[src/rtl/fetch_stage.sv]
// IF stage with built-in IF/ID register: PC sequencing, stall/flush/redirect handling,
// sticky misaligned-redirect flag and a saturating count of instructions delivered to ID.
module fetch_stage #(
   parameter int unsigned     XLEN      = 64,
   parameter int unsigned     ILEN      = 32,
   parameter logic [XLEN-1:0] RESET_PC  = '0,
   parameter int unsigned     PC_STEP   = 4,
   parameter logic [ILEN-1:0] NOP_INSTR = ILEN'(32'h00000013),
   parameter int unsigned     CNT_W     = 32
) (
   input  logic             clk,
   input  logic             reset,
   input  logic             stall,
   input  logic             flush,
   input  logic             redirect_valid,
   input  logic [XLEN-1:0]  redirect_pc,
   output logic [XLEN-1:0]  imem_addr,
   input  logic [ILEN-1:0]  imem_rdata,
   output logic             id_valid,
   output logic [ILEN-1:0]  id_instr,
   output logic [XLEN-1:0]  id_pc,
   output logic             misalign_err,
   output logic [CNT_W-1:0] fetch_count
);

   logic [XLEN-1:0]  pc_q, pc_d;
   logic             id_valid_q, id_valid_d;
   logic [ILEN-1:0]  id_instr_q, id_instr_d;
   logic [XLEN-1:0]  id_pc_q, id_pc_d;
   logic             misalign_q, misalign_d;
   logic [CNT_W-1:0] cnt_q, cnt_d;
   logic [XLEN-1:0]  pc_inc;

   // Modulo-2^XLEN add: wrapping past the top of the address space is silent.
   assign pc_inc = pc_q + XLEN'(PC_STEP);

   always_comb begin
      pc_d       = pc_q;
      id_valid_d = id_valid_q;
      id_instr_d = id_instr_q;
      id_pc_d    = id_pc_q;
      misalign_d = misalign_q;
      cnt_d      = cnt_q;
      if (redirect_valid) begin
         pc_d       = {redirect_pc[XLEN-1:2], 2'b00};
         id_valid_d = 1'b0;
         id_instr_d = NOP_INSTR;
         id_pc_d    = '0;
         if (redirect_pc[1:0] != 2'b00)
            misalign_d = 1'b1;
      end else if (flush) begin
         // The instruction fetched this cycle is dropped; PC still moves unless stalled.
         id_valid_d = 1'b0;
         id_instr_d = NOP_INSTR;
         id_pc_d    = '0;
         if (!stall)
            pc_d = pc_inc;
      end else if (!stall) begin
         id_valid_d = 1'b1;
         id_instr_d = imem_rdata;
         id_pc_d    = pc_q;
         pc_d       = pc_inc;
         if (cnt_q != '1)
            cnt_d = cnt_q + 1'b1;
      end
   end

   always_ff @(posedge clk) begin
      if (reset) begin
         pc_q       <= RESET_PC;
         id_valid_q <= 1'b0;
         id_instr_q <= NOP_INSTR;
         id_pc_q    <= '0;
         misalign_q <= 1'b0;
         cnt_q      <= '0;
      end else begin
         pc_q       <= pc_d;
         id_valid_q <= id_valid_d;
         id_instr_q <= id_instr_d;
         id_pc_q    <= id_pc_d;
         misalign_q <= misalign_d;
         cnt_q      <= cnt_d;
      end
   end

   assign imem_addr    = pc_q;
   assign id_valid     = id_valid_q;
   assign id_instr     = id_instr_q;
   assign id_pc        = id_pc_q;
   assign misalign_err = misalign_q;
   assign fetch_count  = cnt_q;

endmodule

[config.mk]
export PLATFORM = sky130hd
export DESIGN_NAME = fetch_stage
export DESIGN_NICKNAME = d
export VERILOG_FILES = /design/src/rtl/fetch_stage.sv
export SDC_FILE = /design/constraint.sdc
export NUM_CORES = 1
export LEC_CHECK = 0
export ABC_AREA = 1
export CELL_PAD_IN_SITES_DETAIL_PLACEMENT = 0
export CELL_PAD_IN_SITES_GLOBAL_PLACEMENT = 1
export CORE_MARGIN = 4
export CORE_UTILIZATION = 36
export CTS_BUF_LIST = sky130_fd_sc_hd__clkbuf_2 sky130_fd_sc_hd__clkbuf_4 sky130_fd_sc_hd__clkbuf_8
export DETAILED_ROUTE_END_ITERATION = 7
export PLACE_DENSITY_LB_ADDON = 0.1
export REMOVE_ABC_BUFFERS = 1
export SLEW_MARGIN = 20
export SYNTH_ARGS = -nofsm -noshare
export SYNTH_HDL_FRONTEND = slang
export SYNTH_SLANG_ARGS = --single-unit
[constraint.sdc]
create_clock -name clk -period 4 [get_ports clk]
set_clock_uncertainty 0.05 [all_clocks]
set_input_delay 1 -clock clk [delete_from_list [all_inputs] [get_ports clk]]
set_output_delay 1 -clock clk [all_outputs]
set_load 0.05 [all_outputs]
======== Word level (Yosys, flattened, before mapping) ========
Cells that the tools add are included.
cells by class
  bitwise operators ....................... 3
  add/subtract/negate cells ............... 2
  reductions and logical operators ........ 5
  equality and inequality tests ........... 2
  muxes and demuxes ....................... 2
operators with widths
  cell                   count
  $mux 64                2
  $add 64x3->64 const B  1
  $add 32x1->32 const B  1
  $ne 32x32->1 const B   1
  $reduce_and 4->1       1
  $not 1->1              3
  $reduce_or 3->1        1
  $ne 2x1->1 const B     1
  $reduce_and 2->1       1
  $reduce_bool 2->1      1
  $reduce_or 2->1        1
storage, ports and cells
  output and inout port bits .............. 194
  input port bits ......................... 101
  flip-flop bits (word level) ............. 194

======== Longest topological paths before layout ========
Gate-level depths: netlist of the first run.
  depth after elaboration ................. 3
  gate-level depth with buffers ........... 11

======== Least setup slack after synthesis of the first run ========
No wires, ideal clock.
  kind .................................... input-to-reg
  start point ............................. input port redirect_valid
  end point ............................... register cnt_q[12], in the netlist fetch_count[12]
  cell stages on the path ................. 7
  path buffers ............................ 2
  data arrival time ....................... 2.117 ns
  slack ................................... 1.760 ns
  required time ........................... 3.877 ns
  cells stage by stage .................... buf_2 nor2_1 inv_1 nor2_2 buf_2 nand3_1 a21oi_1
between the ends
  word-level cells in the longest chain between the ends .. 2
RTL lines
  item                               RTL line  RTL
  from (decl)                        15        input logic redirect_valid,
  $not 1->1 (no source line)         n/a
  $reduce_and 4->1 (no source line)  n/a
  to (signal assigned)               82        cnt_q <= cnt_d;
  to (decl)                          31        logic [CNT_W-1:0] cnt_q, cnt_d;
Every way passes these cells.
A chain may end at the register's enable or synchronous reset.

======== Worst setup path after layout of the first run ========
  start point ............................. register cnt_q[23], in the netlist fetch_count[23]
  end point ............................... output port fetch_count[23]
RTL lines
  item       RTL line  RTL
  to (decl)  23        output logic [CNT_W-1:0] fetch_count
No word-level cell between the ends.

==> results.toml, run 1 <==
[yosys]
yosys.area.top_type_share_pct = 37.75
synth_area_leaders = "dfxtp_1, nand2_1, nor2_1, a21oi_1, inv_1"
synthCells = 1610
ys_types = 38
yosysTopAreaCell = "dfxtp_1"
synth_edf_count = 0
yosys.cell_count.top_type = "nand2_1"
synthesis.area_um2 = 10080
yosys_register_bits = 190
async_flop_share_pct = 0
ys_top_cells_by_count = "nand2_1, nor2_1, dfxtp_1, a21oi_1, inv_1"
synthFlopType = "dfxtp_1"
seq_area_frac_synth_pct = 37.75
synth.avg_cell_area_um2 = 6.258
yosysWarnings = 0

[global_route]
grt_pass1_vias = 10385
grt_pass1_wl_um = 57410
grt_max_degree = 85
gr-total-overflow = 0
track_usage_pct = 23.34
antenna_found_initial = 1

[routing]
postRouteWirelength_um = 36700
vias_per_cell = 4.904
ant_nets = 0
drt_iter0_markers = 694
drc = 0
num_vias = 11034
dr.pass1.iters = 5
wl_per_cell_um = 16.31

[sta]
slew_viol_final = 0
fin_crit_sh_pct = 74.74
hold_viol_final = 0
setup_viol = 0
timing.slew.headroom_pct = 27.55
final.setup.tns_ps = 0
fmax_mhz = 334.5
tightest_slew_ps = 1087
rsz0062_at_grt = "no"
period_needed_ps = 2990

[floorplan]
ios = 295
core_um2 = 27250
die_w_um = 175.3
fp-row-count = 60
start_util_pct = 36.97
dieArea_um2 = 30730
die_y_um = 175.3

[critical_path]
r2r_end = "imem_addr[38]"
crit_path_max_incr_delay_ps = 880
crit_arrival_ps = 1940
slowest_stage = "clkdlybuf4s50_1"
critPathTopFamily = "buffers and inverters"
critPathBufInv = 1
crit_path_start_kind = "flip-flop"
crit_start = "fetch_count[23]"
cp-end-kind = "output pin"
path_class = "flip-flop to output pin"
worst-endpoint-required_ps = 2950
worstRegToRegCells = 10
reg2reg_from = "imem_addr[2]"
worstPathCellList = "clkdlybuf4s50_1"
r2r_slack_ps = 1430
crit_fanout = 9

[job]
max_cap_violations = 0

[final_layout]
area_delta_synth_final_pct = 35.76
final_layout_size_suffix_gt1_share_pct = 4.795
n_fill_cell = 2878
fin_nets = 1967
layoutNonFillerInstCount = 2250

[placed_design]
dp.cells = 2217
portBuffers = 290
place.gp.congestion = 0.9094
dpl.hpwl_um = 27880

[pwr]
pwr-share-clk_pct = 33.2
leakagePower_nw = 4.992
cell_internal_pwr_mw = 2.671
sequentialPowerShare_pct = 50.3
swShare_pct = 33.50
p_sw_mw = 1.345
power_frac_comb_pct = 16.5
ir_drop_uv = 171.5
powerDensity_nw_per_um2 = 293.6

[clock_tree]
cts.sinks = 190
cts_resized = 0
cts_max_path_buffers = 2
cts-buffers-inserted = 17
clock-root-buffer = "clkbuf_8"
clkLatencyLatePin_ps = 490
htree_levels = 4
post_cts_buffers = 0
cts_tree = "built"
clkSlewWorstSetupHoldPaths_ps = 120
cts_hold_buf = 0

[worst_hold_path]
hold_start = "misalign_err"
holdPathEnd = "misalign_err"
hold_class = "flip-flop to flip-flop"
min_path_cells = 2

[outcome]
status = "finished, final reports clean"
==> per-layer routing <==
metal / vias up / GRT usage (%) / share of wire [%]
li1: 5593 / - / -
met3: 41 / 4.585 / 7.0
met4: 0 / 5.794 / 1.6
met5: - / 0 / 0
met1: 5041 / 32.62 / 47
met2: 359 / 37.17 / 45
==> power groups by stage <==
stage	combinational [mW]	sequential (mW)	clock, mW
after floorplan	0.176	2.21	0
after global placement	0.664	2.06	0
after detailed placement	0.665	2.06	0
after CTS	0.668	2.02	1.39
after global routing	0.715	2.03	1.45
final	0.662	2.02	1.33
==> how the worst max path moves through the flow <==
stage | end | slack [ps] | depth (start not counted)
after floorplan | imem_addr[5] | 440 | 5
after global placement | fetch_count[0] | 1300 | 10
after detailed placement | fetch_count[0] | 1310 | 10
after CTS | fetch_count[23] | 970 | 1
after global routing | fetch_count[23] | 910 | 1
final | fetch_count[23] | 1010 | 1
==> layout by cell type (no fill, tap or decap), types with 13 or more instances in the layout <==
cell / count
buf_4: 13
xor2_1: 18
dfxtp_1: 190
nand4_1: 15
a31oi_1: 18
clkbuf_8: 17
inv_1: 150
nand3_1: 93
nor2_1: 253
clkdlybuf4s50_1: 287
o21ai_0: 61
a21oi_1: 152
nand2_1: 507
==> registers in the layout, summed over array words and instances (netlist names) <==
name	count
misalign_err	1
imem_addr	62
id_instr	32
fetch_count	32
id_pc	62
id_valid	1
==> metrics by stage <==
step	hold slack [ps]	power, mW	utilization (%)	instance area, um2	setup slack, ps
after floorplan	610.8	2.383	-	9764	444.7
after global placement	392.2	2.726	48.63	13250	1300
after detailed placement	395.6	2.728	48.63	13250	1305
after CTS	416.7	4.082	50.19	13680	971.2
after global routing	435.0	4.196	50.20	13680	911.6
final	416.6	4.017	50.20	13680	1010
==> kinds of logic after synthesis <==
group	after synthesis	synth area share [%]
DFF	190	37.75
xor gates and xnor gates	27	2.347
other	1	0.03722
buffers and inverters	227	9.040
and+or+nand+nor	911	37.25
adders and majority gates	2	0.2483
AOI/OAI and AO/OA	252	13.32
==> layout make-up <==
type	count	area [um2]	area share [%]
antenna	1	2.502	0.01829
clock buffer	17	234.0	1.710
clock inverter	15	190.2	1.390
inverter	156	588.1	4.299
multi-input combinational	1196	5380	39.33
sequential	190	3804	27.81
tap	372	465.4	3.403
timing repair buffer	303	3015	22.04
Power figures use the tool's default switching activity.
==> inputs of run 2 (changes only) <==
CORE_UTILIZATION = 33   (was 36)
clock period = 3 ns   (was 4 ns; I/O delays follow)
==> results.toml, run 2 (synthesis results as in run 1) <==
[critical_path]
slowest_stage = "clkdlybuf4s50_1"
path_class = "flip-flop to output pin"
crit_arrival_ps = 1900
crit_path_start_kind = "flip-flop"
worstPathCellList = "clkdlybuf4s50_1"
crit_fanout = 9
crit_path_max_incr_delay_ps = 890
worst-path-stages = 1
cp-end-kind = "output pin"
crit_start = "imem_addr[5]"
reg2reg_from = "imem_addr[2]"
worst-endpoint-required_ps = 2200
critPathBufInv = 1
critPathTopFamily = "buffers and inverters"
crit_path_end = "imem_addr[5]"
r2r_slack_ps = 710
worstRegToRegCells = 11
r2r_end = "imem_addr[46]"

[global_route]
gr-total-overflow = 0
grt_max_degree = 72
grt_pass1_wl_um = 57980
grt_pass1_vias = 10221
antenna_found_initial = 1
track_usage_pct = 21.83

[routing]
met2WireLength_um = 17200
drt_iter0_markers = 721
route.met3.wl_um = 2179
num_vias = 10960
drc = 0
vias_per_cell = 4.824
wl_per_cell_um = 16.70
ant_nets = 0
met1Wirelength_um = 18270
topRoutingLayerUsed = "met4"
dr.pass1.iters = 5
postRouteWirelength_um = 37940

[sta]
fmax_mhz = 371.0
rsz0062_at_grt = "no"
period_needed_ps = 2696
hold_viol_final = 0
slew_viol_final = 0
setup_viol = 0
fin_crit_sh_pct = 89.86
tightest_slew_ps = 744.8
timing.slew.headroom_pct = 50.34

[clock_tree]
cts_tree = "built"
cts_resized = 0
clkLatencyLatePin_ps = 500
cts_hold_buf = 0
htree_levels = 4
cts-buffers-inserted = 17
clkSlewWorstSetupHoldPaths_ps = 130
post_cts_buffers = 0
cts_max_path_buffers = 2
clock-root-buffer = "clkbuf_8"
cts.sinks = 190

[placed_design]
place.gp.congestion = 0.9284
portBuffers = 290
dpl.hpwl_um = 28410

[final_layout]
final_layout_size_suffix_gt1_share_pct = 4.997
mostFrequentLayoutCells = "nand2_1, clkdlybuf4s50_1, nor2_1"
layout_commonest_cell = "nand2_1"
area_delta_synth_final_pct = 36.25
final_util_pct = 45.95
fin_nets = 1971

[pwr]
powerDensity_nw_per_um2 = 397.4
ir_drop_uv = 343.4
leakagePower_nw = 5.013
finalPower_mw = 5.456

[outcome]
status = "finished, final reports clean"

[floorplan]
die_y_um = 182.7
fp-row-count = 63
dieArea_um2 = 33390
ios = 295
die_w_um = 182.7
core_um2 = 29870
start_util_pct = 33.73

[job]
max_cap_violations = 0

[worst_hold_path]
hold_class = "flip-flop to flip-flop"
-- run 2: cell types whose count changed in the layout (fill, tap and decap cells not counted) --
cell        change
clkinv_8        -1
buf_12          -1
clkinv_4        -1
clkinvlp_4      -1
buf_4           +5
inv_6           +1
inv_12          +2
-- run 2: area by class of cell --
type                            instances  area, um2
Fill cell                            3243      16150
Multi-Input combinational cell       1196       5380
Timing Repair Buffer                  307       3033
Clock inverter                         15      198.9
Tap cell                              390      488.0
Inverter                              156      588.1
Antenna cell                            1      2.502
Clock buffer                           17      234.0
Sequential cell                       190       3804
-- run 2: metal layers --
layer,track usage (%),up-vias
met2,34.94,280
met3,3.729,16
met5,0,-
met4,4.053,0
met1,31.30,5064
li1,-,5600
-- run 2: through the flow --
step | hold slack (ps) | area (um2) | setup TNS, ps | worst slack, ps | cells
after global routing | 439.4 | 13730 | 0 | 215.7 | 2272
after floorplan | 610.8 | 9764 | -1170 | -305.3 | 1542
after CTS | 417.0 | 13730 | 0 | 261.1 | 2271
after global placement | 388.3 | 13290 | 0 | 604.6 | 2239
after detailed placement | 396.6 | 13290 | 0 | 574.8 | 2239
final | 412.7 | 13730 | 0 | 304.3 | 2272
-- run 2: power breakdown --
part | switching (mW) | leakage, nW | total (mW) | internal [mW]
clock | 1.21 | 0.214 | 1.88 | 0.667
sequential | 0.104 | 1.55 | 2.69 | 2.59
combinational | 0.559 | 3.25 | 0.884 | 0.324
-- run 2: worst min-delay path by stage --
stage	startpoint	end	cells past startpoint
after floorplan	misalign_err	misalign_err	2
after global placement	misalign_err	misalign_err	2
after detailed placement	misalign_err	misalign_err	2
after CTS	misalign_err	misalign_err	2
after global routing	misalign_err	misalign_err	2
final	misalign_err	misalign_err	2
==> inputs of run 3 (changes only) <==
CORE_MARGIN = 8   (was 4)
==> results.toml, run 3 (synthesis results as in run 1) <==
[global_route]
grt_max_degree = 87
antenna_found_initial = 0
grt_busiest_layer = "met2"
grt_pass1_vias = 10347
met3_usage_pct = 4.334
use_met2_pct = 32.19
met1_usage_pct = 28.83
grt_pass1_wl_um = 59800
gr-total-overflow = 0
track_usage_pct = 20.83

[critical_path]
r2r_slack_ps = 720
cp-end-kind = "output pin"
crit_arrival_ps = 1910
worst-endpoint-required_ps = 2200
slowest_stage = "clkdlybuf4s50_1"
critPathBufInv = 1
crit_start = "fetch_count[23]"
reg2reg_from = "imem_addr[2]"
worst-path-stages = 1
worstPathCellList = "clkdlybuf4s50_1"
r2r_end = "imem_addr[38]"
crit_path_end = "fetch_count[23]"
worstRegToRegCells = 11
path_class = "flip-flop to output pin"
critPathTopFamily = "buffers and inverters"
crit_path_start_kind = "flip-flop"
crit_fanout = 9
crit_path_max_incr_delay_ps = 890

[final_layout]
n_fill_cell = 3304
final_layout_size_suffix_gt1_share_pct = 4.947
regArea_um2 = 3804
layout_commonest_cell = "nand2_1"
antenna_cells = 0
mostFrequentLayoutCells = "nand2_1, clkdlybuf4s50_1, nor2_1"
fin_nets = 1971
multi_input_area_um2 = 5380
final_util_pct = 45.31
area_delta_synth_final_pct = 36.48

[routing]
drt_iter0_markers = 666
num_vias = 10971
ant_nets = 0
vias_per_cell = 4.820
drc = 0
dr.pass1.iters = 5
postRouteWirelength_um = 38650
wl_per_cell_um = 16.98

[floorplan]
die_y_um = 190.7
ios = 295
start_util_pct = 33.20
dieArea_um2 = 36380
die_w_um = 190.7
fp-row-count = 64
core_um2 = 30350

[pwr]
finalPower_mw = 5.460
p_sw_mw = 1.678
leakagePower_nw = 5.020
cell_internal_pwr_mw = 3.782
swShare_pct = 30.74
power_frac_comb_pct = 16.5
sequentialPowerShare_pct = 49.2
ir_drop_uv = 232.7
powerDensity_nw_per_um2 = 397.0
pwr-share-clk_pct = 34.3

[clock_tree]
post_cts_buffers = 0
cts_hold_buf = 0
cts.sinks = 190
clock-root-buffer = "clkbuf_8"
cts_tree = "built"
cts_resized = 0
htree_levels = 4
cts-buffers-inserted = 17
clkSlewWorstSetupHoldPaths_ps = 110
clkLatencyLatePin_ps = 490
cts_max_path_buffers = 2

[sta]
worst_slack_ps = 285.6
setup_viol = 0
hold_viol_final = 0
period_needed_ps = 2714
tightest_slew_ps = 734.4
rsz0062_at_grt = "no"
fin_crit_sh_pct = 90.48
fmax_mhz = 368.4
timing.slew.headroom_pct = 51.04
slew_viol_final = 0

[placed_design]
portBuffers = 290
post-place-ws_ps = 485.5
dpl.hpwl_um = 29310
place.gp.congestion = 0.8887

[job]
max_cap_violations = 0

[worst_hold_path]
hold_class = "flip-flop to flip-flop"

[outcome]
status = "finished, final reports clean"
==> run 3: changes by cell type in the layout (fill, tap and decap cells not counted), moves of 3 or more <==
| cell | before | now |
|---|---|---|
| clkinv_8 | 5 | 0 |
| buf_4 | 18 | 15 |
| bufinv_16 | 0 | 3 |
| inv_8 | 3 | 0 |
| buf_12 | 1 | 4 |
| inv_12 | 3 | 0 |
==> run 3: layout make-up <==
type / instances / share of cell area [%]
clock buffer: 19 / 1.856
clock inverter: 12 / 1.155
inverter: 156 / 4.276
multi-input combinational: 1196 / 39.12
sequential: 190 / 27.66
tap: 396 / 3.603
timing repair buffer: 307 / 22.33
==> run 3: worst min-delay path by stage <==
stage                  from      endpoint  slack [ps]  cells past startpoint
2_1_floorplan  misalign_err  misalign_err         610                      2
4_1_cts        misalign_err  misalign_err         410                      2
3_3_place_gp   id_instr[31]  id_instr[31]         390                      2
6_report       misalign_err  misalign_err         410                      2
5_1_grt        misalign_err  misalign_err         440                      2
3_5_place_dp   misalign_err  misalign_err         400                      2
==> run 3: power by group through the flow <==
| stage | Sequential, mW | Combinational [mW] | Clock, mW |
|---|---|---|---|
| final | 2.69 | 0.901 | 1.87 |
| after global routing | 2.70 | 0.976 | 2.05 |
| after CTS | 2.69 | 0.914 | 1.94 |
| after detailed placement | 2.74 | 0.911 | 0 |
| after global placement | 2.74 | 0.908 | 0 |
| after floorplan | 2.94 | 0.234 | 0 |
==> run 3: per-stage QoR <==
| step | cells | hold WS [ps] | setup TNS (ps) | cell area (um2) |
|---|---|---|---|---|
| after floorplan | 1542 | 610.8 | -1170 | 9764 |
| after global placement | 2245 | 393.2 | 0 | 13340 |
| after detailed placement | 2245 | 397.8 | 0 | 13340 |
| after CTS | 2276 | 413.9 | 0 | 13750 |
| after global routing | 2276 | 438.4 | 0 | 13750 |
| final | 2276 | 413.9 | 0 | 13750 |
==> run 3: worst reg2reg max path, delay by kind of cell, from the launching register on <==
kind,cells,cell delay (ps)
AOI/OAI and AO/OA,1,120
adders and majority gates,1,220
buffers and inverters,2,200
DFF,1,340
and+or+nand+nor,7,1290
==> run 3: per-layer routing <==
| layer | share of wire (%) | vias up |
|---|---|---|
| li1 | - | 5593 |
| met1 | 48 | 5042 |
| met2 | 45 | 306 |
| met3 | 6.2 | 30 |
| met4 | 1.7 | 0 |
| met5 | 0 | - |
